$ cat src/rtl/mem_loader_pkg.sv
// Shared definitions for the memory stream loader.
//   word_size    : data/address width of the memory unit
//   memory_size  : number of addressable words (address arithmetic wraps at this)
//   cnt_width    : width of the remaining-word counter (must hold memory_size)
//   CMD_LOAD/DUMP: frame command bytes
//   state_t      : loader FSM states
//   is_cmd()     : true for a byte that starts a valid frame
package mem_loader_pkg;

    localparam int word_size   = 8;
    localparam int memory_size = 256;
    localparam int cnt_width   = $clog2(memory_size) + 1;

    localparam logic [word_size-1:0] CMD_LOAD = 8'hA5;
    localparam logic [word_size-1:0] CMD_DUMP = 8'h5A;

    typedef enum logic [3:0] {
        IDLE,
        ADDR,
        CNT,
        W_DATA,
        W_STROBE,
        R_ISSUE,
        R_WAIT,
        CHK,
        FINISH
    } state_t;

    function automatic logic is_cmd(input logic [word_size-1:0] b);
        return (b == CMD_LOAD) || (b == CMD_DUMP);
    endfunction

endpackage

$ cat src/rtl/mem_loader_ptr.sv
// Pointer / remaining-count register pair for the memory stream loader.
//   clk        : clock, rising edge
//   rst        : synchronous active-low reset
//   load_ptr   : load the pointer from load_value
//   load_cnt   : load the count from load_value (0 means memory_size words)
//   step       : advance pointer (wrapping) and decrement count
//   load_value : byte supplying pointer or count
//   ptr        : current memory pointer
//   last_step  : high on the step that empties the count
module mem_loader_ptr
    import mem_loader_pkg::*;
(
    input  logic                 clk,
    input  logic                 rst,
    input  logic                 load_ptr,
    input  logic                 load_cnt,
    input  logic                 step,
    input  logic [word_size-1:0] load_value,
    output logic [word_size-1:0] ptr,
    output logic                 last_step
);

    localparam logic [word_size-1:0] PTR_MAX = word_size'(memory_size - 1);

    logic [word_size-1:0] ptr_reg;
    logic [cnt_width-1:0] cnt_reg;

    always_ff @(posedge clk) begin
        if (!rst) begin
            ptr_reg <= '0;
            cnt_reg <= '0;
        end else begin
            if (load_ptr)
                ptr_reg <= load_value;
            else if (step)
                ptr_reg <= (ptr_reg == PTR_MAX) ? '0 : ptr_reg + 1'b1;

            // A zero count byte is the only way to request a full sweep.
            if (load_cnt)
                cnt_reg <= (load_value == '0) ? cnt_width'(memory_size)
                                              : cnt_width'(load_value);
            else if (step)
                cnt_reg <= cnt_reg - 1'b1;
        end
    end

    assign ptr       = ptr_reg;
    assign last_step = step && (cnt_reg == cnt_width'(1));

endmodule

$ cat src/rtl/mem_stream_loader.sv
// Bus-master loader for the RISC-SPM single-port memory. Takes framed bytes
// from a host link and either writes them into memory (LOAD: cmd, addr, count,
// data...) or streams memory back out (DUMP: cmd, addr, count). cpu_hold keeps
// the processor off the bus for the duration of a frame.
// Optional build macro: MEM_LOADER_CHECKSUM_EN -- adds an 8-bit running sum
// over addr/count/data; LOAD takes a trailer byte that must zero the sum,
// DUMP appends the two's complement of the sum.
// Ports:
//   clk, rst (synchronous, active low)
//   in_data/in_valid/in_ready    : host -> loader byte stream
//   out_data/out_valid/out_ready : loader -> host dump stream
//   mem_address, mem_data_out, mem_write : memory bus (write on clk edge)
//   mem_data_in                  : combinational read data
//   cpu_hold : loader owns the bus; done : frame-complete pulse; err : sticky
module mem_stream_loader
    import mem_loader_pkg::*;
(
    input  logic                 clk,
    input  logic                 rst,
    input  logic [word_size-1:0] in_data,
    input  logic                 in_valid,
    output logic                 in_ready,
    output logic [word_size-1:0] out_data,
    output logic                 out_valid,
    input  logic                 out_ready,
    output logic [word_size-1:0] mem_address,
    output logic [word_size-1:0] mem_data_out,
    input  logic [word_size-1:0] mem_data_in,
    output logic                 mem_write,
    output logic                 cpu_hold,
    output logic                 done,
    output logic                 err
);

    state_t state_reg, state_next;
    logic   is_load_reg, is_load_next;
    logic [word_size-1:0] mem_data_out_reg, mem_data_out_next;
    logic [word_size-1:0] out_data_reg, out_data_next;
    logic   in_ready_reg, in_ready_next;
    logic   out_valid_reg, out_valid_next;
    logic   mem_write_reg, mem_write_next;
    logic   cpu_hold_reg, cpu_hold_next;
    logic   done_reg, done_next;
    logic   err_reg, err_next;

    logic   accept, out_fire;
    logic   load_ptr, load_cnt, step, last_step;
    logic [word_size-1:0] ptr;

`ifdef MEM_LOADER_CHECKSUM_EN
    logic [word_size-1:0] sum_reg, sum_next, chk_total;
`endif

    assign accept   = in_valid && in_ready_reg;
    assign out_fire = out_valid_reg && out_ready;

    mem_loader_ptr u_ptr (
        .clk        (clk),
        .rst        (rst),
        .load_ptr   (load_ptr),
        .load_cnt   (load_cnt),
        .step       (step),
        .load_value (in_data),
        .ptr        (ptr),
        .last_step  (last_step)
    );

    always_ff @(posedge clk) begin
        if (!rst) begin
            state_reg        <= IDLE;
            is_load_reg      <= 1'b0;
            mem_data_out_reg <= '0;
            out_data_reg     <= '0;
            in_ready_reg     <= 1'b0;
            out_valid_reg    <= 1'b0;
            mem_write_reg    <= 1'b0;
            cpu_hold_reg     <= 1'b0;
            done_reg         <= 1'b0;
            err_reg          <= 1'b0;
`ifdef MEM_LOADER_CHECKSUM_EN
            sum_reg          <= '0;
`endif
        end else begin
            state_reg        <= state_next;
            is_load_reg      <= is_load_next;
            mem_data_out_reg <= mem_data_out_next;
            out_data_reg     <= out_data_next;
            in_ready_reg     <= in_ready_next;
            out_valid_reg    <= out_valid_next;
            mem_write_reg    <= mem_write_next;
            cpu_hold_reg     <= cpu_hold_next;
            done_reg         <= done_next;
            err_reg          <= err_next;
`ifdef MEM_LOADER_CHECKSUM_EN
            sum_reg          <= sum_next;
`endif
        end
    end

    always_comb begin
        state_next        = state_reg;
        is_load_next      = is_load_reg;
        mem_data_out_next = mem_data_out_reg;
        out_data_next     = out_data_reg;
        err_next          = err_reg;
        load_ptr          = 1'b0;
        load_cnt          = 1'b0;
        step              = 1'b0;
`ifdef MEM_LOADER_CHECKSUM_EN
        sum_next          = sum_reg;
        chk_total         = sum_reg + in_data;
`endif

        case (state_reg)
            IDLE: if (accept) begin
                if (is_cmd(in_data)) begin
                    state_next   = ADDR;
                    is_load_next = (in_data == CMD_LOAD);
                end else begin
                    err_next = 1'b1;
                end
            end
            ADDR: if (accept) begin
                load_ptr   = 1'b1;
                state_next = CNT;
`ifdef MEM_LOADER_CHECKSUM_EN
                sum_next   = in_data;
`endif
            end
            CNT: if (accept) begin
                load_cnt   = 1'b1;
                state_next = is_load_reg ? W_DATA : R_ISSUE;
`ifdef MEM_LOADER_CHECKSUM_EN
                sum_next   = sum_reg + in_data;
`endif
            end
            W_DATA: if (accept) begin
                mem_data_out_next = in_data;
                state_next        = W_STROBE;
`ifdef MEM_LOADER_CHECKSUM_EN
                sum_next          = sum_reg + in_data;
`endif
            end
            W_STROBE: begin
                step = 1'b1;
`ifdef MEM_LOADER_CHECKSUM_EN
                state_next = last_step ? CHK : W_DATA;
`else
                state_next = last_step ? FINISH : W_DATA;
`endif
            end
            R_ISSUE: begin
                // mem_address already shows the pointer; capture the read now.
                out_data_next = mem_data_in;
                state_next    = R_WAIT;
`ifdef MEM_LOADER_CHECKSUM_EN
                sum_next      = sum_reg + mem_data_in;
`endif
            end
            R_WAIT: if (out_fire) begin
                step = 1'b1;
                if (last_step) begin
`ifdef MEM_LOADER_CHECKSUM_EN
                    out_data_next = -sum_reg;
                    state_next    = CHK;
`else
                    state_next    = FINISH;
`endif
                end else begin
                    state_next = R_ISSUE;
                end
            end
            CHK: begin
`ifdef MEM_LOADER_CHECKSUM_EN
                if (is_load_reg) begin
                    if (accept) begin
                        if (chk_total != '0)
                            err_next = 1'b1;
                        state_next = FINISH;
                    end
                end else if (out_fire) begin
                    state_next = FINISH;
                end
`else
                state_next = FINISH;
`endif
            end
            FINISH:  state_next = IDLE;
            default: state_next = IDLE;
        endcase

        // Control outputs are registered decodes of the next state, so they
        // are exact per-state values and read 0 while reset is held.
        in_ready_next  = (state_next inside {IDLE, ADDR, CNT, W_DATA})
                      || (state_next == CHK && is_load_next);
        out_valid_next = (state_next == R_WAIT)
                      || (state_next == CHK && !is_load_next);
        mem_write_next = (state_next == W_STROBE);
        cpu_hold_next  = !(state_next inside {IDLE, FINISH});
        done_next      = (state_next == FINISH);
    end

    assign in_ready     = in_ready_reg;
    assign out_valid    = out_valid_reg;
    assign out_data     = out_data_reg;
    assign mem_write    = mem_write_reg;
    assign mem_data_out = mem_data_out_reg;
    assign mem_address  = ptr;
    assign cpu_hold     = cpu_hold_reg;
    assign done         = done_reg;
    assign err          = err_reg;

endmodule

$ cat config.mk
export PLATFORM = sky130hd
export DESIGN_NAME = mem_stream_loader
export DESIGN_NICKNAME = d
export VERILOG_FILES = /design/src/rtl/mem_loader_pkg.sv /design/src/rtl/mem_loader_ptr.sv /design/src/rtl/mem_stream_loader.sv
export SDC_FILE = /design/constraint.sdc
export NUM_CORES = 1
export LEC_CHECK = 0
export BUFFER_PORTS_ARGS = -buffer_cell sky130_fd_sc_hd__buf_4
export CORE_ASPECT_RATIO = 1.75
export CORE_UTILIZATION = 55
export CTS_CLUSTER_DIAMETER = 40
export CTS_CLUSTER_SIZE = 24
export DETAILED_ROUTE_END_ITERATION = 12
export GPL_TIMING_DRIVEN = 0
export PLACE_DENSITY = 0.79
export SLEW_MARGIN = 20
export SYNTH_ARGS = -nofsm -noshare
export SYNTH_HDL_FRONTEND = slang
export SYNTH_SLANG_ARGS = --single-unit
$ cat constraint.sdc
create_clock -name clk -period 3.1 [get_ports clk]
set_clock_uncertainty 0.05 [all_clocks]
set_input_delay 0.93 -clock clk [delete_from_list [all_inputs] [get_ports clk]]
set_output_delay 0.93 -clock clk [all_outputs]
set_load 0.02 [all_outputs]
; After elaboration in Yosys (flattened, before gate mapping)
; Index checks and enable logic that the tools add are counted.
; Widths: inputs -> output; s select.
[totals]
inputBits = 20
mem_count = 0
latch_bits = 0
word_cells = 76
ff_bits = 44
output_inout_bits = 30
rom_bits = 0
mem_bits_rw = 0
[classes]
mux = 24
bitwise_logic = 1
reduce_logical = 19
n_div = 0
n_eq_ne = 18
magnitude_cmp = 0
multipliers = 0
n_addsub = 2
shifts = 0
[ops]
columns = cell, count
row1 = $mux 4, 8
row2 = $pmux 4 s8, 1
row3 = $eq 4x3->1 const B, 7
row4 = $mux 9, 3
row5 = $mux 8, 3
row6 = $eq 4x2->1 const B, 4
row7 = $eq 8x8->1 const B, 2
row8 = $eq 9x1->1 const B, 1
row9 = $sub 9x1->9 const B, 1
row10 = $add 8x1->8 const B, 1
row11 = $eq 4x1->1 const B, 2
row12 = $eq 8x7->1 const B, 1
row13 = $logic_not 4->1, 2
row14 = $logic_not 8->1, 1
row15 = $mux 1, 7
row16 = $reduce_bool 2->1, 3
row17 = $logic_and 1x1->1, 5
row18 = $eq 4x4->1 const B, 1
row19 = $reduce_bool 4->1, 1
row20 = $logic_or 1x1->1, 3
row21 = $mux 3, 1
row22 = $reduce_and 3->1, 1
row23 = $logic_not 1->1, 2
row24 = $pmux 1 s2, 1
row25 = 2 further kinds, 2

; Depth between registers and ports, before layout
[logic_depth]
word_depth = 10
mapped_depth = 7

; Cells and area by module
; From an unflattened synthesis, not the netlist that was laid out.
[unflattened]
hier_cells = 242
hier_area_um2 = 2240.9
[by_module_without_submodules]
columns = module, cells_each, area_each_um2, n_inst
row1 = mem_stream_loader, 121, 1219.9, 1
row2 = mem_loader_ptr, 121, 1021.0, 1

; Least setup slack after synthesis
; Ideal clock, no wire load.
[synth_timing]
path_type = input to register
start = input in_data[7]
end = register mem_write_reg (netlist: mem_write)
cell_stages = 5
t_arrival_ps = 2091
path_buffers = 0
path_slack_ps = 843
setup_ps = 116
path_cell_list = or4_1 or2_1 o21ai_0 a221oi_2 and3b_1
[synth_via]
elab_chain_len = 6
word_cells_on_any_way = 7
[synth_rtl]
columns = item, line_no
row1 = from (decl), mem_stream_loader.sv:20  ; input logic [word_size-1:0] in_data,
row2 = $eq 8x8->1 or $eq 8x7->1 (tied branches), mem_loader_pkg.sv:30  ; return (b == CMD_LOAD) || (b == CMD_DUMP);
row3 = $logic_or 1x1->1 (*), mem_loader_pkg.sv:30
row4 = $mux 4 (*), mem_stream_loader.sv:116  ; if (is_cmd(in_data)) begin
row5 = $mux 4 (*), mem_stream_loader.sv:115  ; IDLE: if (accept) begin
row6 = $pmux 4 s8 (*), mem_stream_loader.sv:114  ; case (state_reg)
row7 = $eq 4x3->1 (*), mem_stream_loader.sv:198  ; mem_write_next = (state_next == W_STROBE);
row8 = to (signal assigned), mem_stream_loader.sv:90  ; mem_write_reg <= mem_write_next;
row9 = to (decl), mem_stream_loader.sv:41  ; logic mem_write_reg, mem_write_next;
; Mark *: on every way between the ends. The rest lies on a longest branch, timed or not.
; A chain may end at the register's enable or synchronous reset.

; Worst setup path after layout
[layout_timing]
start = input in_valid
end = register u_ptr.ptr_reg[5] (netlist: u_ptr.ptr[5])
[layout_via]
elab_chain_len = 4
word_cells_on_any_way = 5
[layout_rtl]
columns = item, line_no
row1 = from (decl), mem_stream_loader.sv:21  ; input logic in_valid,
row2 = $logic_and 1x1->1 (*), mem_stream_loader.sv:54  ; assign accept = in_valid && in_ready_reg;
row3 = $mux 1 (*), mem_stream_loader.sv:123  ; ADDR: if (accept) begin
row4 = $mux 1 (*), mem_stream_loader.sv:114
row5 = $mux 8 or $reduce_bool 2->1 (tied branches), -
row6 = to (signal assigned), mem_loader_ptr.sv:34  ; ptr_reg <= load_value;
row7 = to (signal assigned), mem_loader_ptr.sv:36  ; ptr_reg <= (ptr_reg == PTR_MAX) ? '0 : ptr_reg + 1'b1;
row8 = to (decl), mem_loader_ptr.sv:25  ; logic [word_size-1:0] ptr_reg;
; Marks and branches as above.

==> flow_summary.toml <==
[route]
route.detailed.drc = 0
wl_per_cell_um = 15.6
routed_via_density = 5.91
vias = 2068
first_pass_iters = 4
wl_um = 5460
drt_iter0_drc = 66
detail-route-antenna-nets = 0

[grt]
grt_pass1_vias = 1958
grt_first_pass_wirelength_um = 8850
grt_antenna_before_repair = 0
grt_max_degree = 14
grt_overflow = 0
track_usage_pct = 27.5

[timing]
tns_ps = 0
worstMarginPinSlew_ps = 560
fin_crit_ps = 2220
setup_violations = 0
finalHoldViolations = 0
relSlewSlack_pct = 62.7
rsz0062_at_grt = "no"
timing.fmax_mhz = 450
slew_violations = 0
fin_crit_sh_pct = 71.7

[placement]
port_buffers = 49
gp_congestion = 0.883
dp_hpwl_um = 4080

[clock_tree]
path_clk_slew_ps = 80
cts_max_level = 2
cts_max_path_buffers = 2
clk_latency_ps = 300
ctsResizeCount = 0
numCtsBuffers = 5
cts-root-buf = "clkbuf_8"
holdBufCountCts = 0
post_cts_buffers = 0
cts_tree = "done"
cts.sinks = 44

[logic_synthesis]
synthMuxAreaShare_pct = 7.89
syn_area_um2 = 2160
synth.avg_cell_area_um2 = 8.73
syn-num-nets = 270
yosys.area_share.adder_pct = 1.74
synth_compound_area_share_pct = 16.8
syn_inst = 247
ys_seq_elements = 44
synth-xor-area-share_pct = 1.63
yosysSeqAreaShare_pct = 40.9
synth_edf_count = 0
yosys.area_share.simple_pct = 26.9
synth_top_family_by_area = "simple AND/OR/NAND/NOR gates"
synth-main-ff-cell = "dfxtp_1"
ys_types = 55
synthArstFlopShare_pct = 0
yosysWarnings = 0

[hold_path]
hold_end = "err"
hp-start = "err"
min_path_cells = 1
hold_class = "reg2reg"

[layout]
largest_reg_flops = 9
area_growth_pct = 24.7
diodes = 0
fillers = 347
seq_area_um2 = 881
drive_above_1_share_pct = 23.4
multi_input_area_um2 = 1180
final_common_cell = "buf_4"
most-common-layout-cells = "buf_4, dfxtp_1, nor2_1, nand2_1, mux2i_1"
nets = 326

[die]
core-area_um2 = 3700
start_util_pct = 58.2
rows = 29
dieArea_um2 = 4180
die_h_um = 84.8
io_pins = 50
die_w_um = 49.3

[worst_setup_path]
reg2regPathDepth = 6
worstSetupEndpointType = "register"
ff2ff_setup_slack_ps = 1000
r2r-end = "u_ptr.ptr[5]"
crit_type = "in2reg"
start_kind = "input pin"
required_ps = 3250
regToRegStartpoint = "state_reg[2]"
cp_data_arrival_time_ps = 2370
crit_fanout = 10

[power_and_ir_drop]
total_power_mw = 1.07
max-vdd-ir-drop_mv = 0.540
power_leakage_nw = 1.03
p_per_area_nw_per_um2 = 398

[outcome]
status = "complete, no violations"

[run]
cap_violations = 0
cell families (layout without fill, tap and decap cells):
| family | count (synthesis) | after routing |
|---|---|---|
| fa+ha+maj | 3 | 3 |
| flops | 44 | 44 |
| xor+xnor | 4 | 4 |
| mux | 17 | 17 |
| compound gates | 53 | 53 |
| simple gates | 107 | 107 |
| buf+inv | 19 | 76 |
where the power goes:
part | internal, mW | total, mW | switching [mW]
Combinational | 0.0279 | 0.0627 | 0.0347
Sequential | 0.568 | 0.572 | 0.00361
Clock | 0.239 | 0.437 | 0.198
worst max-delay path, stage by stage:
cell and delay, ps:
buf_4 100, nor4bb_1 420, nand2_1 340, o21ai_0 250, o21ai_0 150, o21a_1 180
final cells by class:
cell class              instances  share of cell area, %
multi-input cells             184                   44.0
clock inverters                 2                   1.30
clock buffers                   6                   2.70
well taps                      46                   2.14
repair buffers                 49                   13.7
inverters                       9                   1.26
plain buffers                  10                   2.14
flip-flops and latches         44                   32.8
how the worst max path moves through the flow:
| stage | from | to | slack (ps) | cells after the start |
|---|---|---|---|---|
| after global placement | in_data[7] | mem_write | 630 | 6 |
| after CTS | in_valid | u_ptr.ptr[5] | 930 | 6 |
| final | in_valid | u_ptr.ptr[5] | 880 | 6 |
| after floorplan | in_data[7] | mem_write | 840 | 5 |
| after detailed placement | in_data[7] | mem_write | 620 | 6 |
| after global routing | in_valid | u_ptr.ptr[5] | 810 | 6 |
cell usage after synthesis (all sizes together), types with 2 or more instances:
cell type  instances  share of area [%]
xnor2              2               0.81
ha                 3                1.7
dfxtp             44                 41
nand4              3               0.87
nor4               4                1.2
or2                2               0.58
o211ai             3                1.0
a211oi             3                1.0
mux2i             17                7.9
a221oi             4                1.9
or3               10                3.2
o21a               2               0.70
or4                4                1.4
nand2             18                3.1
a31oi              8                3.0
and2               2               0.58
xor2               2               0.81
clkbuf             6                1.0
nand2b             3                1.2
a21oi             13                3.0
nand4b             2               0.81
nor4bb             2               0.93
buf                4                1.6
and3               2               0.58
o21ai             11                2.6
nand3              7                1.6
nor2b              2               0.58
nor3               7                1.9
nor2              34                6.0
inv                8                1.4
layer usage:
metal | share of wire [%] | global-route usage, % | up-vias | routed length, µm
li1 | - | - | 1009 | -
met1 | 40 | 30.1 | 961 | 2210
met2 | 52 | 48.4 | 79 | 2820
met3 | 4.0 | 5.02 | 19 | 221
met4 | 3.8 | 15.8 | 0 | 208
met5 | 0 | 0 | - | 0
through the flow:
stage / cell area (µm²) / hold slack (ps) / worst slack (ps) / utilization, % / cells
6_report: 2690 / 423 / 877 / 72.7 / 350
5_1_grt: 2690 / 438 / 805 / 72.7 / 350
4_1_cts: 2690 / 429 / 931 / 72.7 / 350
3_5_place_dp: 2580 / 409 / 616 / 69.7 / 342
3_3_place_gp: 2580 / 401 / 626 / 69.7 / 342
2_1_floorplan: 2160 / 409 / 843 / - / 247
No activity file was read; power rests on OpenSTA's default activity.
